### config.mk
export PLATFORM = sky130hd
export DESIGN_NAME = fir_decim_out_buffer
export DESIGN_NICKNAME = d
export VERILOG_FILES = /design/src/rtl/fir_decim_out_buffer_pkg.sv /design/src/rtl/fir_decim_out_buffer_sync.sv /design/src/rtl/fir_decim_out_buffer.sv
export SDC_FILE = /design/constraint.sdc
export NUM_CORES = 1
export LEC_CHECK = 0
export ABC_AREA = 1
export CAP_MARGIN = 40
export CORE_MARGIN = 3
export CORE_UTILIZATION = 45
export DETAILED_ROUTE_END_ITERATION = 8
export DONT_BUFFER_PORTS = 1
export HOLD_SLACK_MARGIN = 0.15
export PLACE_DENSITY = 0.67
export SLEW_MARGIN = 20
export SYNTH_ARGS = -nofsm -noshare
export SYNTH_HDL_FRONTEND = slang
export SYNTH_SLANG_ARGS = --single-unit
### constraint.sdc
create_clock -name clk -period 5.4 [get_ports clk]
set_input_delay 0.27 -clock clk [delete_from_list [all_inputs] [get_ports clk]]
set_output_delay 0.27 -clock clk [all_outputs]
set_load 0.02 [all_outputs]
### src/rtl/fir_decim_out_buffer_pkg.sv
// Shared constants for the FIR output path: sample format, filter order and buffer defaults.
package fir_decim_out_buffer_pkg;

    localparam int SAMPLE_W       = 16;
    localparam int FIR_ORDER      = 7;
    localparam int DECIM_DEF      = 4;
    localparam int FIFO_DEPTH_DEF = 8;

    localparam logic [0:0] ST_WARMUP = 1'b0;
    localparam logic [0:0] ST_RUN    = 1'b1;

endpackage

### src/rtl/fir_decim_out_buffer_sync.sv
// First-word-fall-through synchronous FIFO; head word is visible on rd_data whenever not empty.
module sync_fifo #(
    parameter int WIDTH = 16,
    parameter int DEPTH = 8
) (
    input  logic                     clk,
    input  logic                     reset,
    input  logic                     wr_en,
    input  logic [WIDTH-1:0]         wr_data,
    input  logic                     rd_en,
    output logic [WIDTH-1:0]         rd_data,
    output logic [$clog2(DEPTH):0]   count,
    output logic                     full,
    output logic                     empty
);

    localparam int AW = $clog2(DEPTH);
    localparam int CW = AW + 1;

    logic [WIDTH-1:0] r_mem [DEPTH];
    logic [AW-1:0]    r_wr_ptr;
    logic [AW-1:0]    r_rd_ptr;
    logic [CW-1:0]    r_count;
    logic             w_do_wr;
    logic             w_do_rd;

    assign full    = (r_count == CW'(DEPTH));
    assign empty   = (r_count == '0);
    assign count   = r_count;
    // A write into a full FIFO is legal when the head leaves in the same cycle.
    assign w_do_rd = rd_en && !empty;
    assign w_do_wr = wr_en && (!full || w_do_rd);
    assign rd_data = empty ? '0 : r_mem[r_rd_ptr];

    // NOTE: storage is not reset; occupancy and pointers alone decide what is valid.
    always_ff @(posedge clk) begin
        if (w_do_wr) begin
            r_mem[r_wr_ptr] <= wr_data;
        end
    end

    always_ff @(posedge clk) begin
        if (!reset) begin
            r_wr_ptr <= '0;
            r_rd_ptr <= '0;
            r_count  <= '0;
        end else begin
            if (w_do_wr) begin
                r_wr_ptr <= r_wr_ptr + AW'(1);
            end
            if (w_do_rd) begin
                r_rd_ptr <= r_rd_ptr + AW'(1);
            end
            case ({w_do_wr, w_do_rd})
                2'b10:   r_count <= r_count + CW'(1);
                2'b01:   r_count <= r_count - CW'(1);
                default: r_count <= r_count;
            endcase
        end
    end

endmodule

### src/rtl/fir_decim_out_buffer.sv
// Drops FIR start-up samples, keeps one in DECIM afterwards and buffers kept samples for a stallable consumer.
module fir_decim_out_buffer
    import fir_decim_out_buffer_pkg::*;
#(
    parameter int WIDTH      = SAMPLE_W,
    parameter int DECIM      = DECIM_DEF,
    parameter int WARMUP     = FIR_ORDER,
    parameter int FIFO_DEPTH = FIFO_DEPTH_DEF
) (
    input  logic                          clk,
    input  logic                          reset,
    input  logic [WIDTH-1:0]              fir_y,
    output logic [WIDTH-1:0]              out_data,
    output logic                          out_valid,
    input  logic                          out_ready,
    output logic                          overflow,
    input  logic                          clr_overflow,
    output logic [$clog2(FIFO_DEPTH):0]   fill_level
);

    localparam int         PH_W     = $clog2(DECIM + 1);
    localparam int         WC_W     = $clog2(WARMUP + 1) + 1;
    localparam logic [0:0] ST_RESET = (WARMUP == 0) ? ST_RUN : ST_WARMUP;

    logic [0:0]      r_state;
    logic [PH_W-1:0] r_phase;
    logic [WC_W-1:0] r_warm_cnt;
    logic            r_overflow;
    logic            w_keep;
    logic            w_pop;
    logic            w_push;
    logic            w_drop;
    logic            w_full;
    logic            w_empty;

    assign w_pop     = out_valid && out_ready;
    assign w_keep    = (r_state == ST_RUN) && (r_phase == '0);
    assign w_push    = w_keep && (!w_full || w_pop);
    assign w_drop    = w_keep && w_full && !w_pop;
    assign out_valid = !w_empty;
    assign overflow  = r_overflow;

    always_ff @(posedge clk) begin
        if (!reset) begin
            r_state    <= ST_RESET;
            r_warm_cnt <= '0;
            r_phase    <= '0;
        end else if (r_state == ST_WARMUP) begin
            r_warm_cnt <= r_warm_cnt + WC_W'(1);
            if (r_warm_cnt == WC_W'(WARMUP - 1)) begin
                r_state <= ST_RUN;
            end
        end else begin
            r_phase <= (r_phase == PH_W'(DECIM - 1)) ? '0 : r_phase + PH_W'(1);
        end
    end

    // A drop in the same cycle as a clear must leave the flag set.
    always_ff @(posedge clk) begin
        if (!reset) begin
            r_overflow <= 1'b0;
        end else if (w_drop) begin
            r_overflow <= 1'b1;
        end else if (clr_overflow) begin
            r_overflow <= 1'b0;
        end
    end

    sync_fifo #(
        .WIDTH (WIDTH),
        .DEPTH (FIFO_DEPTH)
    ) u_fifo (
        .clk     (clk),
        .reset   (reset),
        .wr_en   (w_push),
        .wr_data (fir_y),
        .rd_en   (w_pop),
        .rd_data (out_data),
        .count   (fill_level),
        .full    (w_full),
        .empty   (w_empty)
    );

endmodule

==> flow_summary.yaml, run 1 <==
routing:
  drcViolationCount: 0
  detailroute.via_count: 3932
  vias_per_cell: 5.401
  dr.pass1.iters: 5
  drt_first_iter_violations: 392
  post_detailed_route_count_of_antenna_violating_nets: 0
  wl_per_cell_um: 17.11
  totalWireLength_mm: 12.46
worst_setup_path:
  critical_path.reg2reg.startpoint: "u_fifo.count[0]$_SDFFE_PN0P_"
  reg2reg_depth: 13
  arrival_ps: 2650
  critical_path.startpoint_type: "flop"
  r2r_end: "u_fifo.count[2]$_SDFFE_PN0P_"
  end_kind: "primary output"
  regToRegSetupSlack_ps: 2650
  critical_path.max_fanout: 28
  critical_path_required_ps: 5130
  worst-setup-path-type: "reg2out"
synth:
  post_synth.cell_area_avg_sq_um: 11.75
  flops_latches_synth: 150
  yosys_warnings: 0
  syn_nets: 547
  netlist-cell-type-count: 29
  syn-cell-area_sq_um: 6085
  cell_count_after_synthesis: 518
  post_synthesis_sequential_area_ratio: 0.7041
sta:
  drv_slew: 0
  max_freq_mhz: 342.1
  finalWorstPathRequiredPeriod_ps: 2923
  final.setup.worst_slack_ps: 2477
  max_slew_margin: 0.4704
  timing.final.setup_violations: 0
  setup_repair_after_global_routing_missed_its_margin: "false"
  setup_total_negative_slack_ps: 0
  worst_slew_pin_slew_ps: 793.4
  hold_viol_final: 0
  holdWs_ps: 462.4
  finClkSkew_ps: 6.518
  finalCritPeriodShare: 0.5413
global_route:
  first_global_vias: 3847
  gr-total-overflow: 0
  grt_use_total: 0.1731
  wire_length_of_the_first_global_routing_pass_mm: 19.44
  antenna_found_initial: 0
  grt_start_max_net_pins: 66
finish:
  num_antenna_cells: 0
  final.fill_count: 1085
  ff_latch_area_sq_um: 4285
  design_area_sq_um: 7053
  area_growth_syn_to_layout_pct: 15.92
  nets_finish: 573
  multi_input_comb_area_sq_um: 1572
  drive_above_1_share: 0.08993
power_and_ir_drop:
  p_total_mw: 3.532
  static-leakage-power_nw: 2.436
  power.density_nw_per_um2: 500.7
  max-vdd-ir-drop_uv: 213.1
floorplan:
  coreArea_sq_um: 12930
  placement_rows: 41
  start_util: 0.4707
  pin_count: 42
  die_h_um: 122.3
  die_width_um: 122.3
  dieArea_sq_um: 14950
flow_run:
  maxCapViolations: 0
hold_path:
  min_path_type: "reg2reg"
  timing.hold.worst.start: "u_fifo.r_rd_ptr[2]$_SDFFE_PN0P_"
  timing.hold.worst_path_depth: 2
clock_network:
  post_cts_hold_buffer_count: 19
  cts.clk_slew.worst_paths_ps: 60
  numCtsBuffers: 17
  cts_root_buffer_type: "sky130_fd_sc_hd__clkbuf_16"
  cts.repair_timing.setup_buffer_count: 0
  cts-htree-levels: 4
  clock_sinks: 150
  clk_latency_ps: 420
  ctsLongestPathBuffers: 2
  cts_tree: "built"
  postCtsResizedCells: 0
place:
  buffer_ports.inserted: 0
  placement.setup.worst_slack_ps: 2683
  gp_congestion: 0.7738
  place.detailed.hpwl_mm: 6.825
  placed_area_sq_um: 6269
run_status:
  status: "finished clean"
==> cells in the final DEF (no fill, tap or decap), types with 4 or more instances in the layout <==
master and n:
sky130_fd_sc_hd__o211ai_1 16, sky130_fd_sc_hd__inv_1 22, sky130_fd_sc_hd__clkbuf_16 17, sky130_fd_sc_hd__o22ai_1 16, sky130_fd_sc_hd__dfxtp_1 21, sky130_fd_sc_hd__o21ai_1 15, sky130_fd_sc_hd__nand2_1 38, sky130_fd_sc_hd__dlygate4sd3_1 19
sky130_fd_sc_hd__a21oi_1 16, sky130_fd_sc_hd__nand3_1 9, sky130_fd_sc_hd__bufinv_16 4, sky130_fd_sc_hd__o21ai_0 58, sky130_fd_sc_hd__buf_4 11, sky130_fd_sc_hd__ha_1 9, sky130_fd_sc_hd__nor3_2 4, sky130_fd_sc_hd__nor2_1 125
sky130_fd_sc_hd__edfxtp_1 128
==> synthesized netlist by cell type <==
cell type,number,area (sq um)
sky130_fd_sc_hd__inv_2,2,7.510
sky130_fd_sc_hd__a21oi_1,16,80.08
sky130_fd_sc_hd__a21oi_2,1,8.760
sky130_fd_sc_hd__buf_2,9,45.04
sky130_fd_sc_hd__nand4_1,1,6.260
sky130_fd_sc_hd__nand3_1,9,45.04
sky130_fd_sc_hd__o21ai_0,58,290.3
sky130_fd_sc_hd__buf_4,4,30.03
sky130_fd_sc_hd__nand3_2,1,10.01
sky130_fd_sc_hd__nor3_1,5,25.02
sky130_fd_sc_hd__clkbuf_2,1,5.000
sky130_fd_sc_hd__o21ai_1,15,75.07
sky130_fd_sc_hd__xor2_1,1,8.760
sky130_fd_sc_hd__nand2_1,38,142.6
sky130_fd_sc_hd__inv_1,22,82.58
sky130_fd_sc_hd__nor4_1,1,6.260
sky130_fd_sc_hd__ha_1,9,112.6
sky130_fd_sc_hd__buf_6,5,56.30
sky130_fd_sc_hd__nor2_2,2,12.51
sky130_fd_sc_hd__o22ai_1,16,100.1
sky130_fd_sc_hd__o211ai_1,16,120.1
sky130_fd_sc_hd__nand2_2,1,6.260
sky130_fd_sc_hd__dfxtp_1,22,440.4
sky130_fd_sc_hd__nor2_1,125,469.2
sky130_fd_sc_hd__a211oi_1,2,15.01
sky130_fd_sc_hd__xnor2_1,2,17.52
sky130_fd_sc_hd__edfxtp_1,128,3844
sky130_fd_sc_hd__clkinv_1,1,3.750
sky130_fd_sc_hd__clkbuf_1,5,18.77
==> where the power goes <==
part / switching [mW] / internal, mW / total (mW)
clock network: 0.423 / 0.763 / 1.19
registers: 0.0695 / 1.29 / 1.36
logic: 0.722 / 0.264 / 0.987
==> cells by family (layout without fill, tap and decap cells) <==
kind of cell | after synthesis | after routing | synth area share
DFF | 150 | 150 | 0.7041
adders and majority gates | 9 | 9 | 0.01851
buffers and inverters | 49 | 87 | 0.04092
and+or+nand+nor | 183 | 183 | 0.1189
xor gates and xnor gates | 3 | 3 | 0.004319
AOI/OAI and AO/OA | 124 | 124 | 0.1133
==> how the worst max path moves through the flow <==
stage | to | slack, ps | start | cells after the start
floorplan | u_fifo.r_mem[7][0]$_DFFE_PP_ | 2990 | u_fifo.count[2]$_SDFFE_PN0P_ | 4
detailed placement | u_fifo.count[2]$_SDFFE_PN0P_ | 2680 | u_fifo.count[0]$_SDFFE_PN0P_ | 13
global route | out_data[13] | 2230 | flop | 6
finish | out_data[14] | 2480 | flop | 6
CTS | out_data[9] | 2440 | flop | 6
global placement | u_fifo.count[2]$_SDFFE_PN0P_ | 2820 | u_fifo.count[0]$_SDFFE_PN0P_ | 13
==> worst max-delay path, cell delays in order, from the launching register on <==
cell                      delay (ps)
sky130_fd_sc_hd__dfxtp_1         570
sky130_fd_sc_hd__buf_4           370
sky130_fd_sc_hd__inv_1           480
sky130_fd_sc_hd__o21ai_0         200
sky130_fd_sc_hd__o22ai_1         150
sky130_fd_sc_hd__nor2_1           60
sky130_fd_sc_hd__nor2_1          400
==> through the flow <==
| step | util | cells |
|---|---|---|
| finish | 0.5456 | 728 |
| global route | 0.5456 | 728 |
| CTS | 0.5456 | 728 |
| detailed placement | 0.4849 | 678 |
| global placement | 0.4834 | 677 |
| floorplan | - | 518 |
==> routing by layer <==
layer,global-route usage,share of wire,vias up
met4,0.06648,0.015,0
met1,0.2088,0.44,1915
met2,0.2862,0.49,103
met5,0,0,-
li1,-,-,1896
met3,0.06129,0.058,18
==> flip-flops by register name (all words and copies together), names as in the netlist, named ones only <==
name	cells
u_fifo.r_mem	128
u_fifo.count	4
overflow	1
r_state	1
u_fifo.r_rd_ptr	3
r_warm_cnt	4
r_phase	3
u_fifo.r_wr_ptr	3
==> area by class of cell <==
class / instances / share of cell area
Timing Repair Buffer: 31 / 0.04151
Tap cell: 172 / 0.03051
Clock inverter: 11 / 0.02235
Sequential cell: 150 / 0.6076
Clock buffer: 20 / 0.06191
Inverter: 25 / 0.01330
Multi-Input combinational cell: 319 / 0.2228
No activity file was read; power rests on OpenSTA's default activity.
==> run 2, diff against run 1 <==
Clock period 5.4 ns to 2.9 ns, I/O delays scaled along.
==> flow_summary.yaml, run 2 (synthesized netlist as in run 1, its figures left out) <==
run_status:
  status: "finished clean"
global_route:
  gr-max-usage-layer: "met2"
  grt_use_met3: 0.05207
  gr-total-overflow: 0
  first_global_vias: 3921
  wire_length_of_the_first_global_routing_pass_mm: 19.93
  grt_start_max_net_pins: 39
  grt_use_total: 0.1764
  grt_util_met1: 0.2310
  antenna_found_initial: 1
  met2_demand_to_capacity_share_in_global_routing: 0.2745
worst_setup_path:
  reg2reg_depth: 13
  largest_stage_delay_on_the_critical_path_ps: 790
  critPathBufInv: 1
  cell_repeated_most_along_the_worst_path: "sky130_fd_sc_hd__nor2_1"
  r2r_end: "u_fifo.count[2]$_SDFFE_PN0P_"
  critical_path.reg2reg.startpoint: "u_fifo.count[3]$_SDFFE_PN0P_"
  worst_path_cell_with_the_longest_stage_delay: "sky130_fd_sc_hd__dfxtp_2"
  worst-setup-path-type: "reg2out"
  crit_chain: "buf_4 > o21ai_0 > o22ai_1 > nor2_1 > nor2_1"
  critical_path.max_fanout: 38
  end_kind: "primary output"
  arrival_ps: 2300
  path_delay_family: "flip-flops"
  critical_path.startpoint_type: "flop"
  path_depth: 5
  regToRegSetupSlack_ps: 570
  critical_path_required_ps: 2760
clock_network:
  ctsLongestPathBuffers: 2
  cts-htree-levels: 4
  cts.clk_slew.worst_paths_ps: 60
  cts_tree: "built"
  cts.repair_timing.setup_buffer_count: 0
  clock_sinks: 150
  numCtsBuffers: 17
  cts_root_buffer_type: "sky130_fd_sc_hd__clkbuf_16"
  clk_latency_ps: 410
  postCtsResizedCells: 0
finish:
  area_growth_syn_to_layout_pct: 16.43
  max_flop_register: "u_fifo.r_mem"
  drive_above_1_share: 0.1070
  largest_register_ff_count: 128
  nets_finish: 577
  final_cells: 734
  design_area_sq_um: 7084
  most_common_cell_after_layout_fill_and_taps_aside: "sky130_fd_sc_hd__edfxtp_1"
  mostFrequentLayoutCells: "sky130_fd_sc_hd__edfxtp_1 (128), sky130_fd_sc_hd__nor2_1 (125), sky130_fd_sc_hd__o21ai_0 (58)"
power_and_ir_drop:
  comb_power_share: 0.282
  p_sw_mw: 2.368
  power.density_nw_per_um2: 929.3
  static-leakage-power_nw: 2.456
  power.switching_fraction: 0.3597
  clock_power_share: 0.330
  max-vdd-ir-drop_uv: 368.8
  pwr-share-seq: 0.388
  cell_internal_pwr_mw: 4.215
sta:
  setup_repair_after_global_routing_missed_its_margin: "false"
  drv_slew: 0
  max_freq_mhz: 408.2
  timing.final.setup_violations: 0
  finalWorstPathRequiredPeriod_ps: 2450
  finClkSkew_ps: 5.461
  max_slew_margin: 0.5200
  worst_slew_pin_slew_ps: 720.1
  setup_total_negative_slack_ps: 0
  hold_viol_final: 0
  finalCritPeriodShare: 0.8448
floorplan:
  placement_rows: 41
  dieArea_sq_um: 14950
  start_util: 0.4707
  pin_count: 42
  die_h_um: 122.3
  coreArea_sq_um: 12930
  die_width_um: 122.3
place:
  place.detailed.instances: 682
  place.detailed.hpwl_mm: 7.155
  placed_area_sq_um: 6299
  gp_congestion: 0.8176
  buffer_ports.inserted: 0
routing:
  dr.pass1.iters: 5
  totalWireLength_mm: 12.53
  drt_first_iter_violations: 373
  drcViolationCount: 0
  wl_per_cell_um: 17.08
  post_detailed_route_count_of_antenna_violating_nets: 0
  vias_per_cell: 5.387
  detailroute.via_count: 3954
hold_path:
  timing.hold.worst.start: "u_fifo.r_rd_ptr[2]$_SDFFE_PN0P_"
  timing.hold.worst_path_depth: 2
  min_path_type: "reg2reg"
flow_run:
  maxCapViolations: 0
[run 2: cell count changes in the layout (fill, tap and decap cells not counted), sizes merged]
| cell | delta |
|---|---|
| buf | +4 |
| bufinv | -2 |
| diode | +1 |
| inv | +6 |
| clkbuf | -3 |
[run 2: layout make-up]
cell class / count / area, sq um
clock buffers: 17 / 425.4
clock inverters: 15 / 167.7
fillers: 1094 / 5843
well taps: 172 / 215.2
repair buffers: 35 / 322.8
inverters: 25 / 93.84
multi-input cells: 319 / 1572
diodes: 1 / 2.502
flip-flops and latches: 150 / 4285
[run 2: per-layer routing]
layer | part of all wire | wire (um) | vias to the layer above
met5 | 0 | 0 | -
met4 | 0.021 | 267 | 0
met3 | 0.062 | 780 | 25
met2 | 0.47 | 5924 | 114
met1 | 0.44 | 5563 | 1909
li1 | - | - | 1906
[run 2: timing repair]
item,CTS,global route
endpoints found under the hold margin,150,0
hold buffers,19,0
setup endpoints to repair,0,0
[run 2: metrics by stage]
stage	setup WS [ps]	power [mW]	hold slack [ps]	util
6_report	450.2	6.583	455.0	0.5480
5_1_grt	289.1	6.933	474.7	0.5480
4_1_cts	428.2	6.624	441.5	0.5478
3_5_place_dp	626.8	4.401	244.2	0.4872
3_3_place_gp	719.3	4.349	244.2	0.4872
2_1_floorplan	492.1	4.029	243.9	-
[run 2: how the worst max path moves through the flow]
stage	to	slack [ps]	from
2_1_floorplan	u_fifo.r_mem[7][0]$_DFFE_PP_	490	u_fifo.count[2]$_SDFFE_PN0P_
3_3_place_gp	u_fifo.count[2]$_SDFFE_PN0P_	720	u_fifo.count[3]$_SDFFE_PN0P_
3_5_place_dp	u_fifo.count[2]$_SDFFE_PN0P_	630	u_fifo.count[3]$_SDFFE_PN0P_
4_1_cts	out_data[6]	430	flop
5_1_grt	out_data[4]	290	flop
6_report	out_data[6]	450	flop
[run 2: power by group through the flow]
| stage | Clock [mW] | Combinational [mW] | Sequential [mW] |
|---|---|---|---|
| 6_report | 2.17 | 1.86 | 2.56 |
| 5_1_grt | 2.30 | 2.07 | 2.57 |
| 2_1_floorplan | 0 | 1.50 | 2.53 |
| 3_3_place_gp | 0 | 1.75 | 2.60 |
| 4_1_cts | 2.21 | 1.86 | 2.56 |
| 3_5_place_dp | 0 | 1.80 | 2.60 |
[run 2: worst reg2reg max path, cell delays in order, from the launching register on]
cell	delay, ps
sky130_fd_sc_hd__dfxtp_1	480
sky130_fd_sc_hd__inv_1	130
sky130_fd_sc_hd__nor2_1	160
sky130_fd_sc_hd__nand3_1	150
sky130_fd_sc_hd__nand2_2	210
sky130_fd_sc_hd__ha_1	260
sky130_fd_sc_hd__nand2_1	70
sky130_fd_sc_hd__inv_1	80
sky130_fd_sc_hd__nor2_1	50
sky130_fd_sc_hd__ha_1	170
sky130_fd_sc_hd__a21oi_1	150
sky130_fd_sc_hd__xnor2_1	110
sky130_fd_sc_hd__o21ai_0	140
sky130_fd_sc_hd__inv_1	50
